===== src/rtl/opennic_stage_pkg.sv =====
// Shared definitions for the stage control space: register offsets, AXI-Lite
// response codes, FSM state types and the address decoder.
package opennic_stage_pkg;

  localparam int CNT_WIDTH = 32;

  localparam logic [12:0] ADDR_VERSION = 13'h0000;
  localparam logic [12:0] ADDR_SCRATCH = 13'h0004;
  localparam logic [12:0] ADDR_CTRL    = 13'h1000;
  localparam logic [12:0] ADDR_RX_CNT  = 13'h1008;
  localparam logic [12:0] ADDR_TX_CNT  = 13'h100C;

  localparam logic [1:0] RESP_OKAY   = 2'b00;
  localparam logic [1:0] RESP_DECERR = 2'b11;

  typedef enum logic { WR_IDLE, WR_RESP } wr_state_e;
  typedef enum logic { RD_IDLE, RD_DATA } rd_state_e;

  typedef enum logic [2:0] {
    SEL_NONE,
    SEL_VERSION,
    SEL_SCRATCH,
    SEL_CTRL,
    SEL_RX_CNT,
    SEL_TX_CNT
  } reg_sel_e;

  // word is addr[12:2]; any set bit above bit 12 makes the access unmapped
  function automatic reg_sel_e decode_addr(input logic [10:0] word, input logic hi_zero);
    reg_sel_e sel;
    sel = SEL_NONE;
    if (hi_zero) begin
      if      (word == ADDR_VERSION[12:2]) sel = SEL_VERSION;
      else if (word == ADDR_SCRATCH[12:2]) sel = SEL_SCRATCH;
      else if (word == ADDR_CTRL[12:2])    sel = SEL_CTRL;
      else if (word == ADDR_RX_CNT[12:2])  sel = SEL_RX_CNT;
      else if (word == ADDR_TX_CNT[12:2])  sel = SEL_TX_CNT;
    end
    return sel;
  endfunction

endpackage


===== src/rtl/opennic_stage_axil_regs_if.sv =====
// AXI4-Lite bus between the shell (master) and the stage register block (slave).
// Every channel transfers on a clock edge where valid and ready are both high;
// a source holds valid and its payload stable until that edge.
interface opennic_stage_axil_regs_if #(
  parameter int ADDR_WIDTH = 32
);
  logic                  awvalid;
  logic [ADDR_WIDTH-1:0] awaddr;
  logic                  awready;
  logic                  wvalid;
  logic [31:0]           wdata;
  logic                  wready;
  logic                  bvalid;
  logic [1:0]            bresp;
  logic                  bready;
  logic                  arvalid;
  logic [ADDR_WIDTH-1:0] araddr;
  logic                  arready;
  logic                  rvalid;
  logic [31:0]           rdata;
  logic [1:0]            rresp;
  logic                  rready;

  modport master (
    output awvalid, awaddr, wvalid, wdata, bready, arvalid, araddr, rready,
    input  awready, wready, bvalid, bresp, arready, rvalid, rdata, rresp
  );

  modport slave (
    input  awvalid, awaddr, wvalid, wdata, bready, arvalid, araddr, rready,
    output awready, wready, bvalid, bresp, arready, rvalid, rdata, rresp
  );
endinterface


===== src/rtl/stage_evt_counter.sv =====
// Free-running packet event counter; wraps at all-ones and a clear beats a
// simultaneous event.
module stage_evt_counter
  import opennic_stage_pkg::*;
(
  input  logic                 clk,
  input  logic                 rst_n,
  input  logic                 clr,
  input  logic                 evt,
  output logic [CNT_WIDTH-1:0] count
);

  always_ff @(posedge clk) begin
    if (!rst_n) begin
      count <= '0;
    end else if (clr) begin
      count <= '0;
    end else if (evt) begin
      count <= count + 1'b1;
    end
  end

endmodule


===== src/rtl/opennic_stage_axil_regs.sv =====
// AXI4-Lite register block for the user-box stage: version, scratch, control
// (stage enable, counter clear) and RX/TX packet counters.
module opennic_stage_axil_regs
  import opennic_stage_pkg::*;
#(
  parameter int          ADDR_WIDTH = 32,
  parameter logic [31:0] VERSION    = 32'h0001_0000
) (
  input  logic      axil_aclk,
  input  logic      axil_aresetn,
  opennic_stage_axil_regs_if.slave s_axil,
  input  logic      rx_pkt_evt,
  input  logic      tx_pkt_evt,
  output logic      stage_enable,
  output wr_state_e dbg_wr_state,
  output rd_state_e dbg_rd_state
);

  wr_state_e wr_state, wr_next;
  rd_state_e rd_state, rd_next;

  logic        ready_en;
  logic        aw_held, w_held;
  reg_sel_e    aw_sel_q;
  logic [31:0] w_data_q;
  logic [1:0]  bresp_q;
  logic [31:0] scratch_q;
  logic        ctrl_en_q;
  logic [31:0] rdata_q;
  logic [1:0]  rresp_q;
  logic [CNT_WIDTH-1:0] rx_cnt, tx_cnt;

  logic        awready, wready, arready;
  logic        aw_hs, w_hs, ar_hs;
  logic        do_write, cnt_clr;
  reg_sel_e    aw_sel_in, cur_aw_sel, ar_sel;
  logic [31:0] cur_wdata;
  logic [31:0] rd_word;
  logic [1:0]  rd_resp;

  logic unused_addr_lsbs;
  assign unused_addr_lsbs = ^{s_axil.awaddr[1:0], s_axil.araddr[1:0]};

  assign aw_sel_in = decode_addr(s_axil.awaddr[12:2], ~|s_axil.awaddr[ADDR_WIDTH-1:13]);
  assign ar_sel    = decode_addr(s_axil.araddr[12:2], ~|s_axil.araddr[ADDR_WIDTH-1:13]);

  assign aw_hs = s_axil.awvalid & awready;
  assign w_hs  = s_axil.wvalid & wready;
  assign ar_hs = s_axil.arvalid & arready;

  // A beat arriving this cycle counts as held, so AW+W together commit at once
  assign cur_aw_sel = aw_held ? aw_sel_q : aw_sel_in;
  assign cur_wdata  = w_held ? w_data_q : s_axil.wdata;
  assign do_write   = (wr_state == WR_IDLE) && (aw_held | aw_hs) && (w_held | w_hs);
  assign cnt_clr    = do_write && (cur_aw_sel == SEL_CTRL) && cur_wdata[1];

  always_comb begin
    wr_next = wr_state;
    awready = ready_en && (wr_state == WR_IDLE) && !aw_held;
    wready  = ready_en && (wr_state == WR_IDLE) && !w_held;
    case (wr_state)
      WR_IDLE: if (do_write) wr_next = WR_RESP;
      WR_RESP: if (s_axil.bready) wr_next = WR_IDLE;
      default: wr_next = WR_IDLE;
    endcase
  end

  always_ff @(posedge axil_aclk) begin
    if (!axil_aresetn) begin
      wr_state  <= WR_IDLE;
      ready_en  <= 1'b0;
      aw_held   <= 1'b0;
      w_held    <= 1'b0;
      aw_sel_q  <= SEL_NONE;
      w_data_q  <= '0;
      bresp_q   <= RESP_OKAY;
      scratch_q <= '0;
      ctrl_en_q <= 1'b0;
    end else begin
      wr_state <= wr_next;
      ready_en <= 1'b1;
      if (do_write) begin
        aw_held <= 1'b0;
        w_held  <= 1'b0;
        bresp_q <= (cur_aw_sel == SEL_NONE) ? RESP_DECERR : RESP_OKAY;
        if (cur_aw_sel == SEL_SCRATCH) scratch_q <= cur_wdata;
        if (cur_aw_sel == SEL_CTRL)    ctrl_en_q <= cur_wdata[0];
      end else begin
        if (aw_hs) begin
          aw_held  <= 1'b1;
          aw_sel_q <= aw_sel_in;
        end
        if (w_hs) begin
          w_held   <= 1'b1;
          w_data_q <= s_axil.wdata;
        end
      end
    end
  end

  // Read data comes from registered state, so same-cycle writes/increments are not yet visible
  always_comb begin
    rd_word = '0;
    rd_resp = RESP_OKAY;
    case (ar_sel)
      SEL_VERSION: rd_word = VERSION;
      SEL_SCRATCH: rd_word = scratch_q;
      SEL_CTRL:    rd_word = {31'b0, ctrl_en_q};
      SEL_RX_CNT:  rd_word = rx_cnt;
      SEL_TX_CNT:  rd_word = tx_cnt;
      default:     rd_resp = RESP_DECERR;
    endcase
  end

  always_comb begin
    rd_next = rd_state;
    arready = ready_en && (rd_state == RD_IDLE);
    case (rd_state)
      RD_IDLE: if (ar_hs) rd_next = RD_DATA;
      RD_DATA: if (s_axil.rready) rd_next = RD_IDLE;
      default: rd_next = RD_IDLE;
    endcase
  end

  always_ff @(posedge axil_aclk) begin
    if (!axil_aresetn) begin
      rd_state <= RD_IDLE;
      rdata_q  <= '0;
      rresp_q  <= RESP_OKAY;
    end else begin
      rd_state <= rd_next;
      if (ar_hs) begin
        rdata_q <= rd_word;
        rresp_q <= rd_resp;
      end
    end
  end

  stage_evt_counter u_rx_cnt (
    .clk   (axil_aclk),
    .rst_n (axil_aresetn),
    .clr   (cnt_clr),
    .evt   (rx_pkt_evt),
    .count (rx_cnt)
  );

  stage_evt_counter u_tx_cnt (
    .clk   (axil_aclk),
    .rst_n (axil_aresetn),
    .clr   (cnt_clr),
    .evt   (tx_pkt_evt),
    .count (tx_cnt)
  );

  assign s_axil.awready = awready;
  assign s_axil.wready  = wready;
  assign s_axil.bvalid  = (wr_state == WR_RESP);
  assign s_axil.bresp   = bresp_q;
  assign s_axil.arready = arready;
  assign s_axil.rvalid  = (rd_state == RD_DATA);
  assign s_axil.rdata   = rdata_q;
  assign s_axil.rresp   = rresp_q;

  assign stage_enable = ctrl_en_q;
  assign dbg_wr_state = wr_state;
  assign dbg_rd_state = rd_state;

endmodule


===== src/flat_wrapper.sv =====
// flat-port wrapper written by rule: the top's interface ports become plain ports
module opennic_stage_axil_regs_flat import opennic_stage_pkg::*;
#(
  parameter int          ADDR_WIDTH = 32,
  parameter logic [31:0] VERSION    = 32'h0001_0000
)
  (axil_aclk, axil_aresetn, rx_pkt_evt, tx_pkt_evt, stage_enable, dbg_wr_state, dbg_rd_state, s_axil_awvalid, s_axil_awaddr, s_axil_wvalid, s_axil_wdata, s_axil_bready, s_axil_arvalid, s_axil_araddr, s_axil_rready, s_axil_awready, s_axil_wready, s_axil_bvalid, s_axil_bresp, s_axil_arready, s_axil_rvalid, s_axil_rdata, s_axil_rresp);
  opennic_stage_axil_regs_if #(.ADDR_WIDTH(ADDR_WIDTH)) s_axil_i ();
  input  logic axil_aclk;
  input  logic axil_aresetn;
  input  logic rx_pkt_evt;
  input  logic tx_pkt_evt;
  output logic stage_enable;
  output wr_state_e dbg_wr_state;
  output rd_state_e dbg_rd_state;
  input wire logic [$bits(s_axil_i.awvalid)-1:0] s_axil_awvalid;
  input wire logic [$bits(s_axil_i.awaddr)-1:0] s_axil_awaddr;
  input wire logic [$bits(s_axil_i.wvalid)-1:0] s_axil_wvalid;
  input wire logic [$bits(s_axil_i.wdata)-1:0] s_axil_wdata;
  input wire logic [$bits(s_axil_i.bready)-1:0] s_axil_bready;
  input wire logic [$bits(s_axil_i.arvalid)-1:0] s_axil_arvalid;
  input wire logic [$bits(s_axil_i.araddr)-1:0] s_axil_araddr;
  input wire logic [$bits(s_axil_i.rready)-1:0] s_axil_rready;
  output wire logic [$bits(s_axil_i.awready)-1:0] s_axil_awready;
  output wire logic [$bits(s_axil_i.wready)-1:0] s_axil_wready;
  output wire logic [$bits(s_axil_i.bvalid)-1:0] s_axil_bvalid;
  output wire logic [$bits(s_axil_i.bresp)-1:0] s_axil_bresp;
  output wire logic [$bits(s_axil_i.arready)-1:0] s_axil_arready;
  output wire logic [$bits(s_axil_i.rvalid)-1:0] s_axil_rvalid;
  output wire logic [$bits(s_axil_i.rdata)-1:0] s_axil_rdata;
  output wire logic [$bits(s_axil_i.rresp)-1:0] s_axil_rresp;
  assign s_axil_i.awvalid = s_axil_awvalid;
  assign s_axil_i.awaddr = s_axil_awaddr;
  assign s_axil_i.wvalid = s_axil_wvalid;
  assign s_axil_i.wdata = s_axil_wdata;
  assign s_axil_i.bready = s_axil_bready;
  assign s_axil_i.arvalid = s_axil_arvalid;
  assign s_axil_i.araddr = s_axil_araddr;
  assign s_axil_i.rready = s_axil_rready;
  assign s_axil_awready = s_axil_i.awready;
  assign s_axil_wready = s_axil_i.wready;
  assign s_axil_bvalid = s_axil_i.bvalid;
  assign s_axil_bresp = s_axil_i.bresp;
  assign s_axil_arready = s_axil_i.arready;
  assign s_axil_rvalid = s_axil_i.rvalid;
  assign s_axil_rdata = s_axil_i.rdata;
  assign s_axil_rresp = s_axil_i.rresp;
  opennic_stage_axil_regs #(.ADDR_WIDTH(ADDR_WIDTH), .VERSION(VERSION)) u_core (.axil_aclk(axil_aclk), .axil_aresetn(axil_aresetn), .s_axil(s_axil_i), .rx_pkt_evt(rx_pkt_evt), .tx_pkt_evt(tx_pkt_evt), .stage_enable(stage_enable), .dbg_wr_state(dbg_wr_state), .dbg_rd_state(dbg_rd_state));
endmodule

===== config.mk =====
export PLATFORM = sky130hd
export DESIGN_NAME = opennic_stage_axil_regs_flat
export DESIGN_NICKNAME = d
export VERILOG_FILES = /design/src/rtl/opennic_stage_pkg.sv /design/src/rtl/opennic_stage_axil_regs_if.sv /design/src/rtl/stage_evt_counter.sv /design/src/rtl/opennic_stage_axil_regs.sv /design/src/flat_wrapper.sv
export SDC_FILE = /design/constraint.sdc
export NUM_CORES = 1
export LEC_CHECK = 0
export CAP_MARGIN = 20
export CORE_ASPECT_RATIO = 0.8
export CORE_MARGIN = 2
export CORE_UTILIZATION = 45
export CTS_CLUSTER_DIAMETER = 100
export DETAILED_ROUTE_END_ITERATION = 8
export PLACE_DENSITY_LB_ADDON = 0.3
export RECOVER_POWER = 25
export SLEW_MARGIN = 30
export SYNTH_ARGS = -nofsm -noshare
export SYNTH_HDL_FRONTEND = slang
export SYNTH_SLANG_ARGS = --single-unit

===== constraint.sdc =====
create_clock -name axil_aclk -period 6.3 [get_ports axil_aclk]
set_input_delay 0.945 -clock axil_aclk [delete_from_list [all_inputs] [get_ports axil_aclk]]
set_output_delay 0.945 -clock axil_aclk [all_outputs]
set_load 0.005 [all_outputs]

# After elaboration in Yosys (flattened, before gate mapping)
# Cells that the tools add are included.
[totals] reg_bits=173 input_bits=105
[classes] add_sub_neg=2 eq_ne=15 muxes=24 bitwise_logic=9 n_reduce_logical=22
[op_table] op="$pmux 32 s5" n=1
[op_table] op="$eq 11x11->1 const B" n=6
[op_table] op="$add 32x1->32 const B" n=2
[op_table] op="$mux 3" n=13
[op_table] op="$reduce_or 19->1" n=2
[op_table] op="$mux 32" n=1
[op_table] op="$eq 11x1->1 const B" n=2
[op_table] op="$logic_not 11->1" n=2
[op_table] op="$eq 3x2->1 const B" n=4
[op_table] op="$logic_and 1x1->1" n=8
[op_table] op="$reduce_and 2->1" n=4
[op_table] op="$eq 3x3->1 const B" n=2
[op_table] op="$mux 1" n=5
[op_table] op="$reduce_or 5->1" n=1
[op_table] op="$mux 2" n=2
[op_table] op="$not 1->1" n=4
[op_table] op="$pmux 1 s2" n=2
[op_table] op="$reduce_or 2->1" n=2
[op_table] op="$and 1x1->1" n=3
[op_table] op="$eq 3x1->1 const B" n=1
[op_table] op="$logic_not 3->1" n=1
[op_table] op="$logic_not 1->1" n=2
[op_table] op="$or 1x1->1" n=2

# Longest topological paths before layout
# Gate-level depths: netlist (run 1).
[logic_depth] ltp_word=12 depth_mapped=8

# Hierarchy
# Synthesis (run 1) repeated with hierarchy kept, for this count alone.
[hier_totals] hier_cells=927 hier_area_um2=8055.2
[modules_own_cells] mod="opennic_stage_axil_regs" instances=1 cells_each=571 area_per_inst_um2=4949.7 seq_area_each_um2=2142.1
[modules_own_cells] mod="stage_evt_counter" instances=2 cells_each=178 area_per_inst_um2=1552.7 seq_area_each_um2=640.6

# Least setup slack after synthesis (run 1)
# Ideal clock, no wire load.
[synth_timing] path_kind="input-to-reg" start="input s_axil_awaddr[8]" end="register u_core.u_rx_cnt.count[15]" setup_time_ns=0.115 t_arrival_ns=2.699 setup_slack_ns=3.486 stages=7 n_path_buf=1 cell_sequence="nor4_2 nand4_2 nor2_4 a31oi_4 o41ai_4 buf_6 nor2_2"
[synth_via] elab_chain_cells=12 word_cells_on_any_way=16 classes_between="5 x eq/ne; 7 x mux; 4 x reduce/logical"
[synth_lines] item="from (decl)" line="flat_wrapper.sv:17" source="input wire logic [$bits(s_axil_i.awaddr)-1:0] s_axil_awaddr;"
[synth_lines] item="$eq 11x11->1" line="opennic_stage_pkg.sv:37" source="else if (word == ADDR_TX_CNT[12:2]) sel = SEL_TX_CNT;"
[synth_lines] item="$mux 3" line="opennic_stage_pkg.sv:37"
[synth_lines] item="$mux 3" line="opennic_stage_pkg.sv:36" source="else if (word == ADDR_RX_CNT[12:2]) sel = SEL_RX_CNT;"
[synth_lines] item="$mux 3" line="opennic_stage_pkg.sv:35" source="else if (word == ADDR_CTRL[12:2]) sel = SEL_CTRL;"
[synth_lines] item="$mux 3" line="opennic_stage_pkg.sv:34" source="else if (word == ADDR_SCRATCH[12:2]) sel = SEL_SCRATCH;"
[synth_lines] item="$mux 3 (*)" line="opennic_stage_pkg.sv:33" source="if (word == ADDR_VERSION[12:2]) sel = SEL_VERSION;"
[synth_lines] item="$mux 3 (*)" line="opennic_stage_pkg.sv:32" source="if (hi_zero) begin"
[synth_lines] item="$mux 3 (*)" line="opennic_stage_axil_regs.sv:52" source="assign cur_aw_sel = aw_held ? aw_sel_q : aw_sel_in;"
[synth_lines] item="$eq 3x2->1 (*)" line="opennic_stage_axil_regs.sv:55" source="assign cnt_clr = do_write && (cur_aw_sel == SEL_CTRL) && cur_wdata[1];"
[synth_lines] item="$logic_and 1x1->1 (*) (2 in a row)" line="opennic_stage_axil_regs.sv:55"
[synth_lines] item="$reduce_or 2->1 (no line) (*)"
[synth_lines] item="to (signal assigned)" line="stage_evt_counter.sv:19" source="count <= count + 1'b1;"
[synth_lines] item="to (decl)" line="stage_evt_counter.sv:10" source="output logic [CNT_WIDTH-1:0] count"
# Mark *: on every way between the ends. The rest lies on a longest branch, timed or not.
# A chain may end at the register's enable or synchronous reset.

# Worst setup path in the final report (run 1)
[layout_timing] start="input s_axil_araddr[7]" end="register u_core.rdata_q[10] (netlist: u_core.s_axil.rdata[10])"
[layout_via] elab_chain_cells=9 word_cells_on_any_way=17 classes_between="9 x eq/ne; 7 x mux; 1 x reduce/logical"
[layout_lines] item="from (decl)" line="flat_wrapper.sv:22" source="input wire logic [$bits(s_axil_i.araddr)-1:0] s_axil_araddr;"
[layout_lines] item="$eq 11x11->1" line="opennic_stage_pkg.sv:37"
[layout_lines] item="$mux 3" line="opennic_stage_pkg.sv:37"
[layout_lines] item="$mux 3" line="opennic_stage_pkg.sv:36"
[layout_lines] item="$mux 3" line="opennic_stage_pkg.sv:35"
[layout_lines] item="$mux 3" line="opennic_stage_pkg.sv:34"
[layout_lines] item="$mux 3 (*)" line="opennic_stage_pkg.sv:33"
[layout_lines] item="$mux 3 (*)" line="opennic_stage_pkg.sv:32"
[layout_lines] item="$eq 3x3->1 (tied with other cells)" line="opennic_stage_axil_regs.sv:105" source="case (ar_sel)"
[layout_lines] item="$pmux 32 s5 (*)" line="opennic_stage_axil_regs.sv:105"
[layout_lines] item="to (signal assigned)" line="opennic_stage_axil_regs.sv:133" source="rdata_q <= rd_word;"
[layout_lines] item="to (decl)" line="opennic_stage_axil_regs.sv:29" source="logic [31:0] rdata_q;"
# Marked as above.

==> metrics.md, run 1 <==
| Metric | Value |
|---|---|
| Clock Skew | `0.0139 ns` |
| Mapped Nets | `990` |
| Yosys warning count | `0` |
| Crit start category | `primary input` |
| Remaining antenna violation count after routing | `0` |
| Crit path max-delay family | `simple AND/OR/NAND/NOR gates` |
| H-tree lvl count | `4` |
| Crit-path max FO | `30` |
| Largest net degree at the start of global routing | `65` |
| Reg clk slew, reported paths | `0.07 ns` |
| Final worst slack | `between 2 and 3 ns` |
| CP Class | `in -> reg` |
| Area of the die | `18600 sq um` |
| Row count | `43` |
| Final worst path period need | `3.62 ns` |
| Crit path cell chain | `clkdlybuf4s50_1 -> nor4_1 -> nand2_1 -> nor3_1 -> and4bb_2 -> a22oi_1 -> o21ai_0` |
| Share of layout cells above drive strength 1 | `0.143` |
| Worst R2R End | `u_core.scratch_q[29]` |
| Ys flop type | `dfxtp_1` |
| Most frequent cells in the layout | `dfxtp_1, nand2_1, clkdlybuf4s50_1` |
| Total power | `around 2.4 mW` |
| CTS tree | `yes` |
| Post-Synthesis Cell Area | `7890 sq um` |
| Top cell type's share of synthesized area | `0.434` |
| Worst setup EP type | `register` |
| Placed cell areas | `9400 sq um` |
| Slew @ Worst Pin | `1.62 ns` |
| EDFF count, synth | `0` |
| Yosys cell types | `47` |
| R2R cell count | `6` |
| Final Net Count | `about 1100` |
| Root buf cell | `clkbuf_16` |
| Max-cap violations | `1` |
| Violated checks | `max-capacitance violations, max-slew violations` |
| Leakage | `around 3.4 nW` |
| Initial drt markers | `between 400 and 500` |
| Slowest stage delay, CP | `just over 0.8 ns` |
| Initial antenna violation count | `0` |
| Min-Delay Path Class | `reg -> reg` |
| Width of the die | `about 150 um` |
| R2R Path Start | `u_core.w_held` |
| Via count | `6745` |
| CTS Sinks | `171` |
| Area growth from synthesis to layout | `26.7%` |
| DIE HEIGHT | `122 um` |
| Maximum vdd drop | `roughly 160 uV` |
| Fmax | `roughly 280 MHz` |
| Routability cong. | `a little under 0.8` |
| Post-CTS Setup Inserts | `0` |
| Initial Utilization | `0.457` |
| Final WL | `~20000 um` |
| Pwr dens | `roughly 240 nW/um^2` |
| Core outline area | `about 17000 sq um` |
| # IOs | `roughly 150` |
| CTS resizes | `0` |
| Number of synthesized register bits | `roughly 170` |
| Biggest area consumer among synthesized cells | `dfxtp_1` |
| Top post-synthesis cells by area | `dfxtp_1, nand2_1, a21oi_1, mux2i_1, mux2_2` |
| Synth Instances | `roughly 880` |
| Worst endpoint required time | `between 6 and 7 ns` |
| Reg2reg setup slack | `3.23 ns` |
| Commonest non-fill, non-tap cell in the layout | `dfxtp_1` |
| Hold-fix buffers, CTS | `0` |
| Final Cell Area | `roughly 10000 sq um` |
| Synth async-reset ratio | `0` |
| Final Cycle Share | `0.575` |
| Setup_tns | `0 ns` |
| Wirelength per Cell | `16.4 um` |
| Unrepaired setup endpoints after global routing | `false` |
| Worst Hold End | `u_core.s_axil.rdata[0]` |
| Setup violations, final | `0` |
| Clock Latency Late Sink | `roughly 0.43 ns` |
| Buf+Inv Stages, Crit Path | `1` |
| IO Port Bufs | `~140` |
| Syn avg cell area | `8.93 sq um` |
| Max-slew violation count | `33` |
| Worst EP arrival | `between 3 and 4 ns` |
| Clock buffer depth | `2` |
| Outcome | `finished with violations` |
| Hold Crit Start | `u_core.s_axil.rdata[0]` |
| DP Worst Slack | `2.29 ns` |
| Pre-antenna DRT Iters | `5` |
| CP max-delay cell | `and4bb_2` |
| Grt ovf | `0` |
| Avg Vias per Cell | `approximately 5.5` |
| GRT Total Usage | `0.215` |
| Hold WS | `0.448 ns` |
| DR DRC count | `0` |
| Total CTS buffers | `17` |
| Max-Slew Margin vs Limit | `-0.0777` |
| Post-synthesis sequential area ratio | `0.434` |
| Vias in the first global route | `approximately 6200` |
| WHS Path Cells | `2` |
| Final Hold Viols | `0` |
| Ant diodes | `0` |
| HPWL after detailed placement | `14100 um` |
| Global-route wire length before repair | `~32000 um` |
-- logic make-up after synthesis --
logic type	Yosys count	share of synthesized area
XOR/XNOR	61	0.0677
adder cells (fa/ha/maj)	2	0.00317
buffers and inverters	64	0.0411
AND/OR/NAND/NOR	337	0.216
flip-flops	171	0.434
AO/OA/AOI/OAI	180	0.147
multiplexers	68	0.0914
-- synthesized netlist by cell type, types with 21 or more instances --
master / n
clkbuf_1: 41
xor2_1: 39
a21oi_1: 74
a211oi_1: 23
o21ai_0: 34
nand3_1: 21
mux2i_1: 36
mux2_2: 32
nand2_1: 137
a22oi_1: 32
nor2_1: 38
dfxtp_1: 171
xnor2_1: 22
nor2_2: 50
-- flip-flops by register name, indices dropped and copies added (netlist names), 3 cells and up --
name	count
u_core.u_tx_cnt.count	32
u_core.scratch_q	32
u_core.w_data_q	32
u_core.aw_sel_q	3
u_core.s_axil.rdata	32
u_core.u_rx_cnt.count	32
-- through the flow --
| stage | util | instances |
|---|---|---|
| finish | 0.579 | 1237 |
| global route | 0.579 | 1237 |
| CTS | 0.579 | 1237 |
| detailed placement | 0.544 | 1205 |
| global placement | 0.544 | 1205 |
| floorplan | - | 883 |
-- worst reg2reg max path: stages, from the launching register on --
cell and delay, ns:
dfxtp_4 0.74, a21oi_1 0.13, nor3_1 0.36, o211a_2 0.73, and2_1 0.37, buf_4 0.38, a211oi_1 0.15
-- area by class of cell --
type                       count  area [sq um]
clock buffer                  19           443
multi-input combinational    648          4150
sequential                   171          3430
clock inverter                13           156
tap                          225           282
fill                        1511          7280
timing repair buffer         154          1510
inverter                       7          26.3
-- where the power goes --
part	internal (mW)	total, mW	leakage (nW)	switching [mW]
Clock	0.605	1.06	0.287	0.458
Combinational	0.101	0.189	1.75	0.0880
Sequential	1.10	1.12	1.38	0.0215
Total	1.80	2.37	3.42	0.567
-- routing by layer --
metal,wire [um],GRT usage
met1,9950,0.306
met2,9240,0.334
met3,809,0.0385
met4,306,0.0637
met5,0,0
-- worst max path at each step --
stage | startpoint | endpoint | slack, ns | cells past startpoint
floorplan | s_axil_awaddr[8] | u_core.u_rx_cnt.count[15] | 3.49 | 7
global placement | s_axil_awaddr[8] | u_core.u_rx_cnt.count[2] | 2.28 | 9
detailed placement | s_axil_awaddr[8] | u_core.u_rx_cnt.count[2] | 2.29 | 9
CTS | s_axil_awaddr[8] | u_core.u_tx_cnt.count[28] | 2.73 | 9
global route | s_axil_awaddr[18] | u_core.u_tx_cnt.count[28] | 2.54 | 9
finish | s_axil_araddr[7] | u_core.s_axil.rdata[10] | 2.68 | 7
No activity file was read; power rests on OpenSTA's default activity.
==> run 2: changes to the inputs <==
Clock period 6.3 ns to 3.5 ns, I/O delays scaled along.
==> metrics.md, run 2 (same netlist as run 1, synthesis figures left out) <==
| Metric | Value |
|---|---|
| Routability cong. | `0.830 (+5.7%)` |
| Final Cycle Share | `0.725` |
| Root buf cell | `clkbuf_16` |
| Met1 wire length | `9740 um (-2.0%)` |
| Post-CTS Setup Inserts | `0 (unchanged)` |
| Slew @ Worst Pin | `1.56 ns (-0.0546 ns)` |
| Via count | `6665 (-1.2%)` |
| Final Cell Area | `10100 sq um (+1.1%)` |
| Pwr dens | `434 nW/um^2 (+83%)` |
| Initial drt markers | `456 (-2.1%)` |
| Placed cell areas | `9470 sq um (+0.80%)` |
| Clock Latency Late Sink | `0.43 ns (about the same)` |
| Most frequent cells in the layout | `dfxtp_1, nand2_1, clkdlybuf4s50_1` |
| Violated checks | `max-capacitance violations, max-slew violations` |
| Commonest non-fill, non-tap cell in the layout | `dfxtp_1` |
| H-tree lvl count | `4 (unchanged)` |
| DIE HEIGHT | `122 um (unchanged)` |
| Initial antenna violation count | `0 (unchanged)` |
| Global-route wire length before repair | `32900 um (+2.2%)` |
| CTS Sinks | `171 (unchanged)` |
| Wirelength per Cell | `16.4 um (-0.29%)` |
| Row count | `43 (unchanged)` |
| Fmax | `slightly below 400 MHz` |
| Gate power share | `0.082 (+0.002)` |
| WL met3 | `924 um (+14%)` |
| GRT Total Usage | `0.218 (+0.00321)` |
| Reg clk slew, reported paths | `0.07 ns (about the same)` |
| Area growth from synthesis to layout | `28.1%` |
| Setup violations, final | `0 (unchanged)` |
| Clock Skew | `0.0119 ns (-0.00199 ns)` |
| Final worst path period need | `between 2 and 3 ns` |
| Share of layout cells above drive strength 1 | `0.150 (+0.00687)` |
| Width of the die | `152 um (unchanged)` |
| Crit start category | `primary input` |
| DR WL met2 | `9440 um (+2.3%)` |
| Core outline area | `17300 sq um (unchanged)` |
| Max-slew violation count | `71 (+120%)` |
| Final WL | `20400 um (+0.28%)` |
| Leakage | `3.49 nW (+1.9%)` |
| Internal power | `3.38 mW (+88%)` |
| Final Net Count | `1113 (+0.63%)` |
| Grt ovf | `0 (unchanged)` |
| Maximum vdd drop | `273 uV (+74%)` |
| Ant diodes | `0 (unchanged)` |
| Max-cap violations | `1 (unchanged)` |
| Highest Signal Layer | `met4` |
| CTS tree | `yes` |
| Clock buffer depth | `2 (unchanged)` |
| CP Class | `in -> reg` |
| Total CTS buffers | `17 (unchanged)` |
| Final Hold Viols | `0 (unchanged)` |
| Max-Slew Margin vs Limit | `-0.0413 (+0.0364)` |
| Worst EP arrival | `2.84 ns (-1.13 ns)` |
| DR DRC count | `0 (unchanged)` |
| # IOs | `149 (unchanged)` |
| Setup_tns | `0 ns (unchanged)` |
| Largest net degree at the start of global routing | `71 (+9.2%)` |
| Avg Vias per Cell | `5.36 (-1.7%)` |
| Clock power share | `0.461 (+0.013)` |
| Seq pwr share | `0.456 (-0.016)` |
| P_sw | `0.999 mW (+76%)` |
| Worst endpoint required time | `3.80 ns (-2.85 ns)` |
| Unrepaired setup endpoints after global routing | `false` |
| Crit-path max FO | `64 (+110%)` |
| IO Port Bufs | `144 (unchanged)` |
| Reg2reg setup slack | `1.16 ns (-2.07 ns)` |
| Remaining antenna violation count after routing | `0 (unchanged)` |
| CTS resizes | `0 (unchanged)` |
| Hold-fix buffers, CTS | `0 (unchanged)` |
| Area of the die | `18600 sq um (unchanged)` |
| Pre-antenna DRT Iters | `5 (unchanged)` |
| HPWL after detailed placement | `14300 um (+1.5%)` |
| Switch share | `0.228 (-0.0113)` |
| Worst setup EP type | `register` |
| Vias in the first global route | `6431 (+4.1%)` |
| Outcome | `finished with violations` |
| Initial Utilization | `0.457 (unchanged)` |
| Min-Delay Path Class | `reg -> reg` |
[run 2: cell count changes in the layout (fill, tap and decap cells not counted), sizes merged]
cell    previous run  this run
buf                9        16
bufinv             2         4
inv               12         9
clkinv             4         5
[run 2: layout make-up]
class                   count  area, sq um
well taps                 225          282
flip-flops and latches    171         3420
clock buffers              19          443
repair buffers            161         1590
clock inverters            13          191
fillers                  1534         7170
multi-input cells         648         4150
inverters                   7         26.3
[run 2: metal layers]
metal,global-route usage,vias up
met5,0,-
met4,0.0567,0
met3,0.0466,19
met2,0.347,164
met1,0.303,3140
li1,-,3342
[run 2: per-stage QoR]
step	setup slack [ns]	total power [mW]	util	cells	hold WS (ns)
after detailed placement	0.510	2.41	0.548	1212	0.443
final	0.961	4.38	0.585	1244	0.449
after CTS	0.953	4.42	0.585	1244	0.455
after global routing	0.763	4.53	0.585	1244	0.471
after global placement	0.544	2.40	0.548	1212	0.432
after floorplan	1.11	2.22	-	883	0.433
[run 2: power groups by stage]
| stage | logic, mW | registers (mW) | clock network [mW] |
|---|---|---|---|
| floorplan | 0.186 | 2.04 | 0 |
| global placement | 0.360 | 2.04 | 0 |
| detailed placement | 0.365 | 2.04 | 0 |
| CTS | 0.366 | 2.00 | 2.05 |
| global route | 0.392 | 2.00 | 2.13 |
| finish | 0.361 | 2.00 | 2.02 |
[run 2: worst paths after layout]
check,start,to,depth (start not counted)
setup / recovery,s_axil_awaddr[8],u_core.u_tx_cnt.count[26],8
hold / removal,u_core.s_axil.rdata[23],u_core.s_axil.rdata[23],2
setup reg to reg,u_core.u_tx_cnt.count[11],u_core.u_tx_cnt.count[31],6
hold reg to reg,u_core.s_axil.rdata[23],u_core.s_axil.rdata[23],2
[run 2: critical path, cell delays in order]
cell             delay, ns
clkdlybuf4s50_1       0.42
nor4_2                0.32
nand4_2               0.24
nor3b_2               0.27
nor2_1                0.12
o41ai_4               0.39
buf_12                0.38
nor2_1                0.10
==> run 3: changes to the inputs <==
Clock period 3.5 ns to 2.65 ns, I/O delays scaled along.
==> metrics.md, run 3 (same netlist as run 1, synthesis figures left out) <==
| Metric | Value |
|---|---|
| Initial drt markers | `481 (+5.5%)` |
| CP Class | `in -> reg` |
| Via count | `6869 (+3.1%)` |
| Share of layout cells above drive strength 1 | `0.167 (+0.0173)` |
| Final core occ | `0.597 (+0.0116)` |
| Crit-path max FO | `32 (-50%)` |
| Worst R2R End | `u_core.u_tx_cnt.count[31]` |
| Clock Latency Late Sink | `0.42 ns (about the same)` |
| Placed cell count | `1232 (+1.7%)` |
| Slowest stage delay, CP | `0.50 ns (+0.08 ns)` |
| Total power | `5.67 mW (+29%)` |
| R2R cell count | `6 (unchanged)` |
| Final Net Count | `1133 (+1.8%)` |
| Hold-fix buffers, CTS | `0 (unchanged)` |
| Final Cycle Share | `0.894` |
| Row count | `43 (unchanged)` |
| Area growth from synthesis to layout | `30.6%` |
| Fill count | `1501 (-2.2%)` |
| Wirelength per Cell | `16.4 um (+0.53%)` |
| # IOs | `149 (unchanged)` |
| Maximum vdd drop | `396 uV (+45%)` |
| Clock Skew | `0.0131 ns (+0.00122 ns)` |
| Total CTS buffers | `17 (unchanged)` |
| Outcome | `finished with violations` |
| Fmax | `approximately 420 MHz` |
| Buf+Inv Stages, Crit Path | `2 (unchanged)` |
| Pre-antenna DRT Iters | `5 (unchanged)` |
| CTS resizes | `0 (unchanged)` |
| Hold Crit Start | `u_core.s_axil.rdata[20]` |
| Most frequent cells in the layout | `dfxtp_1, nand2_1, clkdlybuf4s50_1` |
| Width of the die | `152 um (unchanged)` |
| Initial Utilization | `0.457 (unchanged)` |
| Vias in the first global route | `6549 (+1.8%)` |
| Min-Delay Path Class | `reg -> reg` |
| GRT Total Usage | `0.220 (+0.00234)` |
| HPWL after detailed placement | `14700 um (+3.0%)` |
| Routability cong. | `0.797 (-4.0%)` |
| Worst Hold End | `u_core.s_axil.rdata[20]` |
| H-tree lvl count | `4 (unchanged)` |
| CTS tree | `yes` |
| Final Hold Viols | `0 (unchanged)` |
| WHS Path Cells | `2 (unchanged)` |
| Leakage | `3.61 nW (+3.4%)` |
| Max-cap violations | `1 (unchanged)` |
| Area of the die | `18600 sq um (unchanged)` |
| CTS Sinks | `171 (unchanged)` |
| Post-CTS Setup Inserts | `0 (unchanged)` |
| Root buf cell | `clkbuf_16` |
| Slew @ Worst Pin | `1.56 ns (-0.00144 ns)` |
| Multi-input gate area | `4150 sq um (unchanged)` |
| Reg clk slew, reported paths | `0.07 ns (about the same)` |
| Core outline area | `17300 sq um (unchanged)` |
| Worst endpoint required time | `2.94 ns (-0.86 ns)` |
| Ant diodes | `0 (unchanged)` |
| Unrepaired setup endpoints after global routing | `false` |
| Crit path max-delay family | `compound AO/OA/AOI/OAI gates` |
| Commonest non-fill, non-tap cell in the layout | `dfxtp_1` |
| Grt ovf | `0 (unchanged)` |
| Avg Vias per Cell | `5.43 (+1.4%)` |
| Setup violations, final | `0 (unchanged)` |
| CP max-delay cell | `o41a_1` |
| Remaining antenna violation count after routing | `0 (unchanged)` |
| Reg2reg setup slack | `0.48 ns (-0.68 ns)` |
| Seq. cell area | `3420 sq um (unchanged)` |
| Final Non-Filler Cells | `1264 (+1.6%)` |
| Worst EP arrival | `2.66 ns (-0.18 ns)` |
| Largest net degree at the start of global routing | `71 (unchanged)` |
| Crit path cell chain | `clkdlybuf4s50_1 -> nor4_2 -> nand4_2 -> o41a_1 -> o211a_2 -> and2_1 -> buf_12 -> a211oi_1` |
| Max-slew violation count | `71 (unchanged)` |
| Hold WS | `0.452 ns (+0.00320 ns)` |
| Final WL | `20800 um (+2.1%)` |
| Final worst path period need | `between 2 and 2.5 ns` |
| Crit start category | `primary input` |
| Global-route wire length before repair | `33100 um (+0.63%)` |
| IO Port Bufs | `144 (unchanged)` |
| Initial antenna violation count | `0 (unchanged)` |
| Violated checks | `max-capacitance violations, max-slew violations` |
| Clock buffer depth | `2 (unchanged)` |
| DIE HEIGHT | `122 um (unchanged)` |
| DR DRC count | `0 (unchanged)` |
| R2R Path Start | `u_core.u_tx_cnt.count[11]` |
| Worst setup EP type | `register` |
| Max-Slew Margin vs Limit | `-0.0403 (+0.000958)` |
| Pwr dens | `550 nW/um^2 (+27%)` |
-- run 3: cell count changes in the layout (fill, tap and decap cells not counted), sizes merged --
cell,delta
clkbuf,-1
clkinv,-1
bufinv,-2
inv,+4
buf,+20
-- run 3: area by class of cell --
cell class	instances	area share
clock buffers	18	0.0426
well taps	225	0.0273
repair buffers	181	0.178
multi-input cells	648	0.402
inverters	7	0.00255
flip-flops and latches	171	0.332
clock inverters	14	0.0153
-- run 3: how the worst max path moves through the flow --
stage | start | end | depth (start not counted)
floorplan | s_axil_awaddr[8] | u_core.u_rx_cnt.count[15] | 7
global placement | s_axil_awaddr[8] | u_core.u_rx_cnt.count[0] | 9
detailed placement | s_axil_awaddr[8] | u_core.scratch_q[29] | 8
CTS | s_axil_awaddr[8] | u_core.scratch_q[29] | 8
global route | axil_aresetn | u_core.scratch_q[20] | 4
finish | s_axil_awaddr[8] | u_core.scratch_q[29] | 8
-- run 3: power by group --
part	internal [mW]	switching, mW	leakage (nW)
clock network	1.44	1.09	0.290
logic	0.265	0.238	1.93
registers	2.61	0.0300	1.38
total	4.31	1.36	3.61
-- run 3: worst register-to-register path, stage by stage (launching register included) --
cell and delay, ns:
dfxtp_1 0.44, and4_1 0.28, nand4_1 0.24, nor3_1 0.39, or3b_2 0.49, xor2_1 0.18, nor2_2 0.04
-- run 3: metrics by stage --
step	cell area, sq um	setup WS [ns]	TNS [ns]
after detailed placement	9720	-0.126	-4.59
after CTS	10300	0.328	0
after global routing	10300	0.130	0
after floorplan	7890	0.384	0
after global placement	9720	-0.0767	-3.89
final	10300	0.282	0
-- run 3: metal layers --
metal	part of all wire	track usage
met5	0	0
met4	0.015	0.0707
met3	0.051	0.0381
met2	0.46	0.349
met1	0.47	0.308
